### config.mk
export PLATFORM = sky130hd
export DESIGN_NAME = multicycle_cpu
export DESIGN_NICKNAME = d
export VERILOG_FILES = /design/src/rtl/cpu_pkg.sv /design/src/rtl/cpu_regfile.sv /design/src/rtl/multicycle_cpu.sv
export SDC_FILE = /design/constraint.sdc
export NUM_CORES = 1
export LEC_CHECK = 0
export CAP_MARGIN = 20
export CORE_UTILIZATION = 40
export CTS_BUF_LIST = sky130_fd_sc_hd__clkbuf_4
export DETAILED_ROUTE_END_ITERATION = 8
export SYNTH_ARGS = -nofsm -noshare
export SYNTH_HDL_FRONTEND = slang
export SYNTH_SLANG_ARGS = --single-unit
### constraint.sdc
create_clock -name clk -period 3.9 [get_ports clk]
set_input_delay 0.78 -clock clk [delete_from_list [all_inputs] [get_ports clk]]
set_output_delay 0.78 -clock clk [all_outputs]
set_load 0.05 [all_outputs]
### src/rtl/cpu_pkg.sv
// Shared types for multicycle_cpu: opcode and FSM state enums plus the
// instruction field layout {opcode, rd, rs, imm}, MSB first.
package cpu_pkg;

  localparam int OPC_W   = 4;
  localparam int IMM_LSB = 0;

  function automatic int rsLsb(input int dataWidth);
    return dataWidth;
  endfunction

  function automatic int rdLsb(input int dataWidth, input int addrBits);
    return dataWidth + addrBits;
  endfunction

  function automatic int opcLsb(input int dataWidth, input int addrBits);
    return dataWidth + 2 * addrBits;
  endfunction

  typedef enum logic [OPC_W-1:0] {
    OP_NOP  = 4'd0,
    OP_ADD  = 4'd1,
    OP_SUB  = 4'd2,
    OP_AND  = 4'd3,
    OP_OR   = 4'd4,
    OP_XOR  = 4'd5,
    OP_NOT  = 4'd6,
    OP_SHL  = 4'd7,
    OP_SHR  = 4'd8,
    OP_ADDI = 4'd9,
    OP_SUBI = 4'd10,
    OP_LDI  = 4'd11,
    OP_MOV  = 4'd12,
    OP_CMP  = 4'd13,
    OP_OUT  = 4'd14,
    OP_ILL  = 4'd15
  } opcode_e;

  typedef enum logic [2:0] {
    S_IDLE,
    S_RD_A,
    S_RD_B,
    S_EXEC,
    S_WB
  } state_e;

  // Opcodes that need a second register read (R[rs]) before execute.
  function automatic logic needsOperandB(input opcode_e op);
    return op inside {OP_ADD, OP_SUB, OP_AND, OP_OR, OP_XOR, OP_MOV, OP_CMP};
  endfunction

  function automatic logic writesReg(input opcode_e op);
    return op inside {OP_ADD, OP_SUB, OP_AND, OP_OR, OP_XOR, OP_NOT, OP_SHL,
                      OP_SHR, OP_ADDI, OP_SUBI, OP_LDI, OP_MOV};
  endfunction

endpackage

### src/rtl/cpu_regfile.sv
// Register file for multicycle_cpu: one synchronous read port, one write port,
// asynchronous active-low clear of every entry.
module cpu_regfile
  import cpu_pkg::*;
#(
  parameter int DATA_WIDTH = 8,
  parameter int ADDR_BITS  = 5
) (
  input  logic                  clk,
  input  logic                  rst,
  input  logic [ADDR_BITS-1:0]  raddr_i,
  output logic [DATA_WIDTH-1:0] rdata_o,
  input  logic                  we_i,
  input  logic [ADDR_BITS-1:0]  waddr_i,
  input  logic [DATA_WIDTH-1:0] wdata_i
);

  localparam int DEPTH = 2 ** ADDR_BITS;

  logic [DATA_WIDTH-1:0] mem_q [DEPTH];
  logic [DATA_WIDTH-1:0] rdata_q;

  // Read samples the old contents, so a same-cycle write is not forwarded.
  always_ff @(posedge clk or negedge rst) begin
    if (!rst) begin
      for (int i = 0; i < DEPTH; i++) mem_q[i] <= '0;
      rdata_q <= '0;
    end else begin
      if (we_i) mem_q[waddr_i] <= wdata_i;
      rdata_q <= mem_q[raddr_i];
    end
  end

  assign rdata_o = rdata_q;

endmodule

### src/rtl/multicycle_cpu.sv
// Multi-cycle CPU: accepts one instruction over valid/ready and sequences it
// through RD_A/RD_B/EXEC/WB. Define CPU_SAT_EN for saturating ADD/ADDI/SUB/SUBI.
module multicycle_cpu
  import cpu_pkg::*;
#(
  parameter  int DATA_WIDTH  = 8,
  parameter  int ADDR_BITS   = 5,
  localparam int INSTR_WIDTH = OPC_W + 2 * ADDR_BITS + DATA_WIDTH
) (
  input  logic                   clk,
  input  logic                   rst,
  input  logic [INSTR_WIDTH-1:0] instr_i,
  input  logic                   instr_valid_i,
  output logic                   instr_ready_o,
  output logic [DATA_WIDTH-1:0]  result_o,
  output logic                   result_valid_o,
  output logic                   zero_o,
  output logic                   carry_o,
  output logic                   illegal_o,
  output logic                   busy_o
);

  localparam int RS_LSB  = rsLsb(DATA_WIDTH);
  localparam int RD_LSB  = rdLsb(DATA_WIDTH, ADDR_BITS);
  localparam int OPC_LSB = opcLsb(DATA_WIDTH, ADDR_BITS);

  state_e                 state_q, state_d;
  logic [INSTR_WIDTH-1:0] instr_q;
  logic [DATA_WIDTH-1:0]  opA_q, exRes_q, result_q;
  logic                   exCarry_q, zero_q, carry_q;

  opcode_e                opcode, opcodeIn;
  logic [ADDR_BITS-1:0]   rdAddr, rsAddr, rfRaddr;
  logic [DATA_WIDTH-1:0]  imm, rfRdata, aluA, aluB, aluRes;
  logic [DATA_WIDTH:0]    sum, diff;
  logic                   aluCarry, rfWe, accept;

  assign opcode   = opcode_e'(instr_q[OPC_LSB +: OPC_W]);
  assign opcodeIn = opcode_e'(instr_i[OPC_LSB +: OPC_W]);
  assign rdAddr   = instr_q[RD_LSB +: ADDR_BITS];
  assign rsAddr   = instr_q[RS_LSB +: ADDR_BITS];
  assign imm      = instr_q[IMM_LSB +: DATA_WIDTH];
  assign accept   = (state_q == S_IDLE) && instr_valid_i;

  cpu_regfile #(
    .DATA_WIDTH(DATA_WIDTH),
    .ADDR_BITS (ADDR_BITS)
  ) u_regfile (
    .clk    (clk),
    .rst    (rst),
    .raddr_i(rfRaddr),
    .rdata_o(rfRdata),
    .we_i   (rfWe),
    .waddr_i(rdAddr),
    .wdata_i(exRes_q)
  );

  always_ff @(posedge clk or negedge rst) begin
    if (!rst) state_q <= S_IDLE;
    else      state_q <= state_d;
  end

  always_comb begin
    state_d = state_q;
    case (state_q)
      S_IDLE:  if (instr_valid_i) state_d = (opcodeIn == OP_LDI) ? S_EXEC : S_RD_A;
      S_RD_A:  state_d = needsOperandB(opcode) ? S_RD_B : S_EXEC;
      S_RD_B:  state_d = S_EXEC;
      S_EXEC:  state_d = S_WB;
      S_WB:    state_d = S_IDLE;
      default: state_d = S_IDLE;
    endcase
  end

  // rd is read in RD_A, rs in RD_B; each read lands one cycle later.
  always_comb begin
    instr_ready_o  = 1'b0;
    busy_o         = 1'b1;
    result_valid_o = 1'b0;
    illegal_o      = 1'b0;
    rfWe           = 1'b0;
    rfRaddr        = rdAddr;
    case (state_q)
      S_IDLE: begin
        instr_ready_o = 1'b1;
        busy_o        = 1'b0;
      end
      S_RD_B: rfRaddr = rsAddr;
      S_WB: begin
        result_valid_o = 1'b1;
        illegal_o      = (opcode == OP_ILL);
        rfWe           = writesReg(opcode);
      end
      default: ;
    endcase
  end

  assign aluA = needsOperandB(opcode) ? opA_q : rfRdata;
  assign aluB = (opcode == OP_ADDI || opcode == OP_SUBI) ? imm : rfRdata;
  assign sum  = {1'b0, aluA} + {1'b0, aluB};
  assign diff = {1'b0, aluA} - {1'b0, aluB};

  always_comb begin
    aluRes   = '0;
    aluCarry = 1'b0;
    case (opcode)
      OP_ADD, OP_ADDI: begin
        aluCarry = sum[DATA_WIDTH];
`ifdef CPU_SAT_EN
        aluRes   = sum[DATA_WIDTH] ? '1 : sum[DATA_WIDTH-1:0];
`else
        aluRes   = sum[DATA_WIDTH-1:0];
`endif
      end
      OP_SUB, OP_SUBI: begin
        aluCarry = diff[DATA_WIDTH];
`ifdef CPU_SAT_EN
        aluRes   = diff[DATA_WIDTH] ? '0 : diff[DATA_WIDTH-1:0];
`else
        aluRes   = diff[DATA_WIDTH-1:0];
`endif
      end
      OP_CMP: begin
        aluRes   = diff[DATA_WIDTH-1:0];
        aluCarry = diff[DATA_WIDTH];
      end
      OP_AND: aluRes = aluA & aluB;
      OP_OR:  aluRes = aluA | aluB;
      OP_XOR: aluRes = aluA ^ aluB;
      OP_NOT: aluRes = ~aluA;
      OP_SHL: begin
        aluRes   = {aluA[DATA_WIDTH-2:0], 1'b0};
        aluCarry = aluA[DATA_WIDTH-1];
      end
      OP_SHR: begin
        aluRes   = {1'b0, aluA[DATA_WIDTH-1:1]};
        aluCarry = aluA[0];
      end
      OP_LDI: aluRes = imm;
      OP_MOV: aluRes = aluB;
      OP_OUT: aluRes = aluA;
      default: ;
    endcase
  end

  // CMP only touches flags, OUT only touches result_o; NOP and illegal touch neither.
  always_ff @(posedge clk or negedge rst) begin
    if (!rst) begin
      instr_q   <= '0;
      opA_q     <= '0;
      exRes_q   <= '0;
      exCarry_q <= 1'b0;
      result_q  <= '0;
      zero_q    <= 1'b0;
      carry_q   <= 1'b0;
    end else begin
      if (accept) instr_q <= instr_i;
      if (state_q == S_RD_B) opA_q <= rfRdata;
      if (state_q == S_EXEC) begin
        exRes_q   <= aluRes;
        exCarry_q <= aluCarry;
      end
      if (state_q == S_WB && opcode != OP_NOP && opcode != OP_ILL) begin
        if (opcode != OP_CMP) result_q <= exRes_q;
        if (opcode != OP_OUT) begin
          zero_q  <= (exRes_q == '0);
          carry_q <= exCarry_q;
        end
      end
    end
  end

  assign result_o = result_q;
  assign zero_o   = zero_q;
  assign carry_o  = carry_q;

endmodule

Word-level counts from Yosys, hierarchy flattened
Cells that the tools add are included.
{ "word_totals": {"reg_bits": 316, "out_inout_bits": 14, "wordCells": 110} }
{ "classes": {"n_addsub": 2, "n_lt_le_gt_ge": 3, "n_eq_ne": 24, "mux": 20, "bitwise": 6, "reduce_logical": 14} }
{ "op_table": {"columns": ["cell", "n"], "rows": [
  ["$bwmux 256", 1],
  ["$pmux 8 s11", 1],
  ["$bmux 8 s5", 1],
  ["$demux 8 s5", 1],
  ["$mux 8", 5],
  ["$eq 4x4->1 const B", 9],
  ["$eq 4x3->1 const B", 4],
  ["$ge 6x6->1 const B", 2],
  ["$ne 4x4->1 const B", 3],
  ["$not 5->6", 2],
  ["$pmux 3 s4", 1],
  ["$reduce_bool 12->1", 1],
  ["$add 8x8->9", 1],
  ["$sub 8x8->9", 1],
  ["$and 8x8->8", 1],
  ["$eq 4x2->1 const B", 2],
  ["$logic_not 8->1", 1],
  ["$not 8->8", 1],
  ["$or 8x8->8", 1],
  ["$xor 8x8->8", 1],
  ["$reduce_bool 7->1", 1],
  ["$eq 3x2->1 const B", 2],
  ["$lt 6x1->1 const B", 1],
  ["$mux 1", 6],
  ["15 further kinds", 19]
]} }

Longest topological paths before layout
Gate-level depths: netlist (run 1).
{ "depth": {"ltp_word": 6, "ltp_mapped": 16, "depth_no_buf": 14} }

Cells and area by module
Synthesis (run 1) repeated with hierarchy kept, for this count alone.
{ "unflattened": {"cells_unflattened": 1140, "hier_area_um2": 15954.1} }
{ "by_module_without_submodules": {"columns": ["mod", "n_inst", "cells_each", "area_each_um2", "seq_area_each_um2"], "rows": [
  ["cpu_regfile", 1, 707, 11848.9, 6606.3],
  ["multicycle_cpu", 1, 433, 4105.2, 1301.2]
]} }

Worst setup path before layout (run 1)
No wires, ideal clock.
{ "synth_path": {"path_type": "reg-to-reg", "start": "reg instr_q[21]", "end": "reg exRes_q[5]", "setup_time_ns": 0.143, "t_arrival_ns": 3.425, "t_required_ns": 3.757, "path_slack_ns": 0.332, "path_stages_with_launch": 13, "synth_period_minus_slack_ns": 3.568, "cell_sequence": "dfrtp_1 > clkbuf_1 > clkinv_1 > nor3_2 > mux2_2 > ha_1 > clkbuf_1 > nor3_1 > a2111oi_0 > o22a_1 > a21oi_1 > a211oi_1 > o21ai_0"} }
{ "synth_between": {"elab_chain_cells": 5} }
{ "synth_rtl": {"columns": ["item", "line", "rtl"], "rows": [
  ["start: declaration", "multicycle_cpu.sv:28", "logic [INSTR_WIDTH-1:0] instr_q;"],
  ["start signal: assignment", "multicycle_cpu.sv:157", "if (accept) instr_q <= instr_i;"],
  ["$eq 4x1->1, or another cell as far along", "cpu_pkg.sv:49, multicycle_cpu.sv:106", null],
  ["$reduce_bool 7->1 or $logic_or 1x1->1 (tied branches)", "cpu_pkg.sv:49, multicycle_cpu.sv:99", null],
  ["$mux 8 (on tied branches)", "multicycle_cpu.sv:98, multicycle_cpu.sv:99", null],
  ["$sub 8x8->9, or another cell as far along", "multicycle_cpu.sv:101", "assign diff = {1'b0, aluA} - {1'b0, aluB};"],
  ["$pmux 8 s11 *", "multicycle_cpu.sv:106", "case (opcode)"],
  ["end signal: assignment", "multicycle_cpu.sv:160", "exRes_q <= aluRes;"],
  ["end: declaration", "multicycle_cpu.sv:29", "logic [DATA_WIDTH-1:0] opA_q, exRes_q, result_q;"]
]} }
Every way passes the cells marked *; elsewhere a longest branch is shown, timed or not.
A chain may end at the register's enable or synchronous reset.

Final worst setup path (run 1)
{ "layout_path": {"start": "reg instr_q[20]", "end": "out illegal_o"} }
{ "layout_between": {"elab_chain_cells": 2} }
{ "layout_rtl": {"columns": ["item", "line", "rtl"], "rows": [
  ["$eq 4x4->1", "multicycle_cpu.sv:91", "illegal_o = (opcode == OP_ILL);"],
  ["$mux 1", "multicycle_cpu.sv:83", "case (state_q)"],
  ["end: declaration", "multicycle_cpu.sv:19", "output logic illegal_o,"]
]} }
Every way passes these cells.

==> insert_results.sql, run 1 <==
INSERT INTO impl_metrics (metric_group, metric, value, unit) VALUES
('setup_path', 'cp_slowest_cell', 'dlygate4sd2_1', ''),
('sta', 'finalCritPeriodShare', '96.5', '%'),
('placement', 'dp_slack', '0.246', 'ns'),
('clock_network', 'clock_sinks', '316', ''),
('cells_and_area', 'final_cell_mix', '314 x dfrtp_1, 310 x mux2_2, 159 x nand2_1', ''),
('power', 'clkPwrFrac', '18.9', '%'),
('synth', 'synth.distinct_cells', '74', ''),
('placement', 'gp_congestion', '0.947', ''),
('job', 'maxCapViolations', '0', ''),
('sta', 'fin_ws', '0.136', 'ns'),
('placement', 'port-buffer-count', '38', ''),
('placement', 'dpl.cell_count', '1955', ''),
('setup_path', 'timing.critical_path.fanout_max', '25', ''),
('synth', 'netlist.area_leader.share', '48.3', '%'),
('cells_and_area', 'area_growth_syn_to_layout', '13.7', '%'),
('sta', 'timing.setup.tns', '0', 'ns'),
('sta', 'hold_viol_final', '0', ''),
('clock_network', 'cts_inserted_buffers', '87', ''),
('synth', 'post_synth_main_area_contributors', 'dfrtp_1 48%, mux2_2 21%, mux2i_1 4.5%, nand2_1 3.6%, a32oi_1 2.1%', ''),
('global_routing', 'pin_count_of_the_biggest_net_entering_global_routing', '118', ''),
('synth', 'synthesis.nets', '1481', ''),
('global_routing', 'initial_antenna_violation_count', '1', ''),
('min_path', 'hold_path_end', 'opA_q[3]$_DFFE_PN0N_', ''),
('status', 'status', 'finished with violations', ''),
('setup_path', 'reg2reg_from', 'instr_q[18]$_DFFE_PN0P_', ''),
('floorplan', 'standard_cell_core_area', '40100', 'µm²'),
('sta', 'finalSetupViolations', '0', ''),
('clock_network', 'post_cts_setup_inserts', '0', ''),
('floorplan', 'die_area', '41800', 'µm²'),
('power', 'vdd.ir_drop.worst', '441', 'µV'),
('cells_and_area', 'commonest_non_fill_non_tap_cell_in_the_layout', 'dfrtp_1', ''),
('sta', 'fin_worst_hold_slack', '0.483', 'ns'),
('global_routing', 'grt_pass1_vias', '12300', ''),
('placement', 'dp_hpwl', '31900', 'µm'),
('clock_network', 'clock_tree.root_cell', 'clkbuf_4', ''),
('global_routing', 'grt_util_all_layers', '23.7', '%'),
('synth', 'synth_edf_count', '0', ''),
('floorplan', 'floorplan.die.height', '204', 'µm'),
('synth', 'synthCells', '1430', ''),
('clock_network', 'cts_buffer_depth', '3', ''),
('floorplan', 'total_i_o_pin_count', '39', ''),
('synth', 'ys_seq_area_share', '48.3', '%'),
('sta', 'final.setup_skew', '0.0392', 'ns'),
('sta', 'timing.max_slew.rel_slack', '26.8', '%'),
('synth', 'asyncSetResetFlopFracSynth', '100', '%'),
('synth', 'synth.avg_cell_area', '11.5', 'µm²'),
('floorplan', 'die-width', '204', 'µm'),
('status', 'violations_in_the_final_reports', 'design-rule violations', ''),
('sta', 'achievable-frequency', '266', 'MHz'),
('power', 'power.share.switching', '45.5', '%'),
('cells_and_area', 'nets', '1571', ''),
('setup_path', 'crit_path_start_kind', 'register', ''),
('synth', 'synthesis.area', '16400', 'µm²'),
('power', 'static-leakage-power', '8.67', 'nW'),
('power', 'power.switching', '7.19', 'mW'),
('floorplan', 'rows', '73', ''),
('sta', 'finalCriticalPeriod', '3.76', 'ns'),
('synth', 'ys_seq_elements', '316', ''),
('routing', 'drt-pass1-iter-count', '9', ''),
('floorplan', 'start_util', '40.9', '%'),
('global_routing', 'overflow', '0', ''),
('cells_and_area', 'final_layout_size_suffix_gt1_share', '33.7', '%'),
('setup_path', 'worst_setup_path_end_kind', 'output pin', ''),
('power', 'power_frac_comb', '51.2', '%'),
('routing', 'drcViolationCount', '2', ''),
('setup_path', 'arrival', '2.98', 'ns'),
('routing', 'vias', '12300', ''),
('power', 'p_per_area', '847', 'nW/µm²'),
('routing', 'post_drt_wl_per_cell', '22.9', 'µm'),
('synth', 'yosysWarningCount', '0', ''),
('cells_and_area', 'finish.cell_count_without_fillers', '2102', '');
## cells by family after synthesis
logic type / after synthesis / share of synthesized area [%]
AND/OR/NAND/NOR: 376 / 11.3
multiplexers: 387 / 26.1
XOR/XNOR: 9 / 0.481
buffers and inverters: 121 / 3.00
AO/OA/AOI/OAI: 195 / 8.73
adder cells (fa/ha/maj): 26 / 2.08
flip-flops: 316 / 48.3
## synthesized netlist by cell type (13+ instances only)
library cell / instances
nand4_1: 13
mux2i_1: 73
nand2_1: 159
ha_1: 24
nor2_1: 63
clkbuf_1: 61
o21ai_0: 33
a21oi_1: 24
nand2b_1: 15
nand3_1: 25
buf_2: 20
dfrtp_1: 316
nor3_1: 19
inv_1: 27
a32oi_1: 40
mux2_2: 310
nor2b_1: 19
## critical path: cells and delay by family, from the launching register on
kind / cells / cell delay (ns)
buffers and inverters: 3 / 1.07
AND/OR/NAND/NOR: 2 / 0.65
flip-flops: 1 / 0.48
## flip-flops by register name, indices dropped and copies added (netlist names)
signal             cells
exRes_q                8
instr_q               22
opA_q                  8
carry_o                1
state_q                3
u_regfile.mem_q      256
zero_o                 1
u_regfile.rdata_o      8
exCarry_q              1
result_o               8
## per-layer routing
metal	vias up	wire length [µm]	GRT usage [%]	part of all wire (%)
met3	98	3560	5.28	7.4
met5	-	0	0	0
met4	0	1520	9.38	3.2
met2	491	21800	36.2	45
met1	6293	21200	32.4	44
li1	5417	-	-	-
## metrics by stage
step | power, mW | util (%)
after floorplan | 9.75 | -
after global placement | 12.6 | 43.7
after detailed placement | 12.6 | 43.7
after CTS | 15.7 | 46.5
after global routing | 16.7 | 46.5
final | 15.8 | 46.5
## timing repair
| action | CTS | global route |
|---|---|---|
| endpoints found under the setup margin | 1 | 1 |
| hold buffers | 1 | 0 |
| resized for setup | 1 | 2 |
| endpoints found under the hold margin | 37 | 0 |
## worst max path at each step
stage | startpoint | endpoint | slack (ns) | cells after the start
3_5_place_dp | instr_q[18]$_DFFE_PN0P_ | exRes_q[5]$_DFFE_PN0P_ | 0.25 | 13
4_1_cts | instr_q[20]$_DFFE_PN0P_ | illegal_o | 0.13 | 5
6_report | instr_q[20]$_DFFE_PN0P_ | illegal_o | 0.14 | 5
2_1_floorplan | instr_q[21]$_DFFE_PN0P_ | exRes_q[5]$_DFFE_PN0P_ | 0.33 | 12
5_1_grt | instr_q[18]$_DFFE_PN0P_ | exRes_q[5]$_DFFE_PN0P_ | 0.01 | 12
3_3_place_gp | instr_q[19]$_DFFE_PN0P_ | exRes_q[5]$_DFFE_PN0P_ | 0.28 | 13
## cell type report
cell class,instances,area (µm²)
Timing Repair Buffer,94,870
Sequential cell,316,7910
Clock buffer,129,968
Multi-Input combinational cell,993,8010
Clock inverter,16,116
Inverter,28,105
Fill cell,3724,21500
Tap cell,525,657
Antenna cell,1,2.50
## power by group through the flow
stage          registers (mW)  clock network [mW]  logic, mW
6_report                 4.72                2.98       8.09
5_1_grt                  4.79                3.26       8.65
4_1_cts                  4.68                3.07       7.94
3_5_place_dp             4.74                   0       7.90
3_3_place_gp             4.73                   0       7.90
2_1_floorplan            4.44                   0       5.31
No activity file was read; power rests on OpenSTA's default activity.
==> run 2, diff against run 1 <==
Settings changed: CORE_MARGIN from default to 2, DONT_BUFFER_PORTS from default to 1.
==> run 2 against run 1 <==
  * The run ends with negative hold slack left
  * First-iteration DRC count down 15%
  * Largest cell class unchanged
  * Global-route usage down 0.35 points
  * Die area up 2.0%
  * Design area down 1.6%
  * Register-to-register slack better by 0.04 ns
  * Combinational power down 4.8%
  * Sequential power up 4.7%
  * Routed wire length up 1.3%
  * Clock skew up 0.035 ns
  * Maximum frequency up 5.5%
  * Setup slack better by 0.20 ns
  * Critical path depth up 8
==> insert_results.sql, run 2 (synthesized netlist as in run 1, its figures left out) <==
INSERT INTO impl_metrics (metric_group, metric, value, unit) VALUES
('placement', 'dp_hpwl', '32400', 'µm'),
('clock_network', 'clock_tree.htree_level_count', '3', ''),
('sta', 'fin_worst_hold_slack', '-0.322', 'ns'),
('cells_and_area', 'commonest_non_fill_non_tap_cell_in_the_layout', 'dfrtp_1', ''),
('floorplan', 'start_util', '40.3', '%'),
('sta', 'final-max-slew-violation-count', '0', ''),
('floorplan', 'total_i_o_pin_count', '39', ''),
('sta', 'timing.setup.tns', '0', 'ns'),
('sta', 'finalCritPeriodShare', '91.5', '%'),
('clock_network', 'clock_sinks', '316', ''),
('floorplan', 'rows', '74', ''),
('floorplan', 'die-width', '206', 'µm'),
('routing', 'first_iter_violations', '1007', ''),
('cells_and_area', 'largest_register_ffs', '256', ''),
('sta', 'achievable-frequency', '280', 'MHz'),
('routing', 'vias', '12000', ''),
('cells_and_area', 'nets', '1537', ''),
('sta', 'finalCriticalPeriod', '3.57', 'ns'),
('placement', 'gp_congestion', '0.942', ''),
('cells_and_area', 'area_growth_syn_to_layout', '11.9', '%'),
('power', 'power.switching', '7.16', 'mW'),
('status', 'violations_in_the_final_reports', 'negative hold slack', ''),
('global_routing', 'initial_antenna_violation_count', '1', ''),
('setup_path', 'crit_path_start_kind', 'register', ''),
('clock_network', 'post_cts_setup_inserts', '0', ''),
('placement', 'dpl.cell_count', '1927', ''),
('power', 'internal_power', '8.60', 'mW'),
('sta', 'timing.max_slew.rel_slack', '28.0', '%'),
('clock_network', 'tritoncts', 'yes', ''),
('global_routing', 'grt_util_all_layers', '23.3', '%'),
('setup_path', 'timing.critical_path.fanout_max', '9', ''),
('power', 'power_frac_comb', '48.8', '%'),
('cells_and_area', 'final_layout_size_suffix_gt1_share', '34.7', '%'),
('routing', 'drt-pass1-iter-count', '6', ''),
('clock_network', 'cts_inserted_buffers', '89', ''),
('power', 'vdd.ir_drop.worst', '315', 'µV'),
('power', 'power.share.switching', '45.4', '%'),
('power', 'total_power', '15.8', 'mW'),
('floorplan', 'standard_cell_core_area', '40600', 'µm²'),
('routing', 'drcViolationCount', '0', ''),
('floorplan', 'die_area', '42600', 'µm²'),
('sta', 'final.setup_skew', '0.0746', 'ns'),
('floorplan', 'floorplan.die.height', '206', 'µm'),
('routing', 'post_drt_wl_per_cell', '23.3', 'µm'),
('job', 'maxCapViolations', '0', ''),
('cells_and_area', 'nFillCells', '3883', ''),
('clock_network', 'clock_pin_slew_worst_setup_and_hold_paths', '0.07', 'ns'),
('cells_and_area', 'top_register', 'u_regfile.mem_q', ''),
('global_routing', 'overflow', '0', ''),
('power', 'share_seq_of_total_power', '31.3', '%'),
('placement', 'port-buffer-count', '0', ''),
('cells_and_area', 'finish.cell_count_without_fillers', '2089', ''),
('cells_and_area', 'final_cell_mix', '314 x dfrtp_1, 310 x mux2_2, 159 x nand2_1', ''),
('power', 'clkPwrFrac', '19.8', '%'),
('status', 'status', 'finished with violations', ''),
('setup_path', 'crit_path_cell_trace', 'buf_4, inv_1, o21ai_0, o221ai_1, inv_1, ha_1, o21bai_1, a2111oi_0, buf_4, o22a_1, a21oi_1, a211oi_1, o21ai_0', ''),
('sta', 'finalSetupViolations', '0', ''),
('setup_path', 'worst_setup_path_end_kind', 'register', ''),
('clock_network', 'clock_tree.root_cell', 'clkbuf_4', ''),
('clock_network', 'clock_latency', '0.82', 'ns'),
('routing', 'drt.antenna.violating_nets', '0', ''),
('setup_path', 'cp_slowest_cell', 'dfrtp_1', ''),
('routing', 'drt-total-wl', '48700', 'µm'),
('power', 'static-leakage-power', '8.58', 'nW'),
('global_routing', 'pin_count_of_the_biggest_net_entering_global_routing', '317', ''),
('global_routing', 'grt_pass1_vias', '12000', ''),
('min_path', 'hold_path.class', 'input port to async pin', ''),
('routing', 'detail_route.vias_per_cell', '5.76', ''),
('setup_path', 'timing.critical_path.slowest_cell_delay', '0.46', 'ns'),
('clock_network', 'cts_buffer_depth', '3', ''),
('global_routing', 'first_pass_grt_wire_length', '74400', 'µm'),
('setup_path', 'arrival', '4.16', 'ns'),
('sta', 'hold_viol_final', '316', ''),
('setup_path', 'worstSetupPathType', 'register to register', ''),
('sta', 'grt_setup_unrepaired', 'false', ''),
('cells_and_area', 'largest_registers', 'u_regfile.mem_q (256), instr_q (22)', ''),
('setup_path', 'required', '4.50', 'ns'),
('clock_network', 'post_cts_resize_count', '0', ''),
('sta', 'worst_pin_slew', '1.07', 'ns'),
('power', 'p_per_area', '859', 'nW/µm²');
-- run 2: per-layer routing --
layer / track usage, % / wire (µm) / vias up
met5: 0 / 0 / -
met4: 9.74 / 1580 / 0
met3: 4.89 / 3270 / 96
met2: 36.4 / 22300 / 476
met1: 31.4 / 21600 / 6086
li1: - / - / 5373
-- run 2: final cells by class --
| class | instances | area [µm²] | area share, % |
|---|---|---|---|
| multi-input cells | 993 | 8000 | 43.6 |
| flip-flops and latches | 316 | 7910 | 43.1 |
| clock buffers | 136 | 1020 | 5.57 |
| well taps | 532 | 666 | 3.63 |
| repair buffers | 58 | 485 | 2.65 |
| clock inverters | 25 | 155 | 0.846 |
| inverters | 28 | 105 | 0.573 |
| diodes | 1 | 2.50 | 0.0136 |
-- run 2: metrics by stage --
stage,hold slack [ns],cell area [µm²],utilization (%),setup slack (ns)
2_1_floorplan,0.440,16400,-,0.332
3_3_place_gp,0.479,17200,42.2,0.465
3_5_place_dp,0.475,17200,42.2,0.427
4_1_cts,-0.388,18300,45.1,0.391
5_1_grt,-0.374,18300,45.1,0.0211
6_report,-0.322,18300,45.1,0.333
-- run 2: worst max-delay path: cells and delay by family, from the launching register on --
| family | cells | cell delay [ns] |
|---|---|---|
| flip-flops | 1 | 0.46 |
| buffers and inverters | 4 | 0.75 |
| AO/OA/AOI/OAI | 8 | 1.81 |
| adder cells (fa/ha/maj) | 1 | 0.36 |
-- run 2: worst paths after layout --
path                                          from                 endpoint  slack, ns  cells after the start
min reg2reg                   opA_q[7]$_DFFE_PN0N_     opA_q[7]$_DFFE_PN0N_       0.49                      2
max in group asynchronous                      rst   exRes_q[7]$_DFFE_PN0P_       3.35                      0
max reg2reg                instr_q[19]$_DFFE_PN0P_   exRes_q[5]$_DFFE_PN0P_       0.33                     13
min                                            rst   state_q[1]$_DFFE_PN0P_      -0.32                      0
min in group clk                       instr_i[14]  instr_q[14]$_DFFE_PN0P_       0.11                      1
max                        instr_q[19]$_DFFE_PN0P_   exRes_q[5]$_DFFE_PN0P_       0.33                     13
-- run 2: power by group through the flow --
stage                     logic (mW)  registers [mW]  clock network, mW
after CTS                       7.58            4.91               3.23
after floorplan                 5.31            4.44                  0
after global routing            8.24            5.01               3.43
final                           7.70            4.94               3.13
after global placement          7.59            4.94                  0
after detailed placement        7.54            4.97                  0
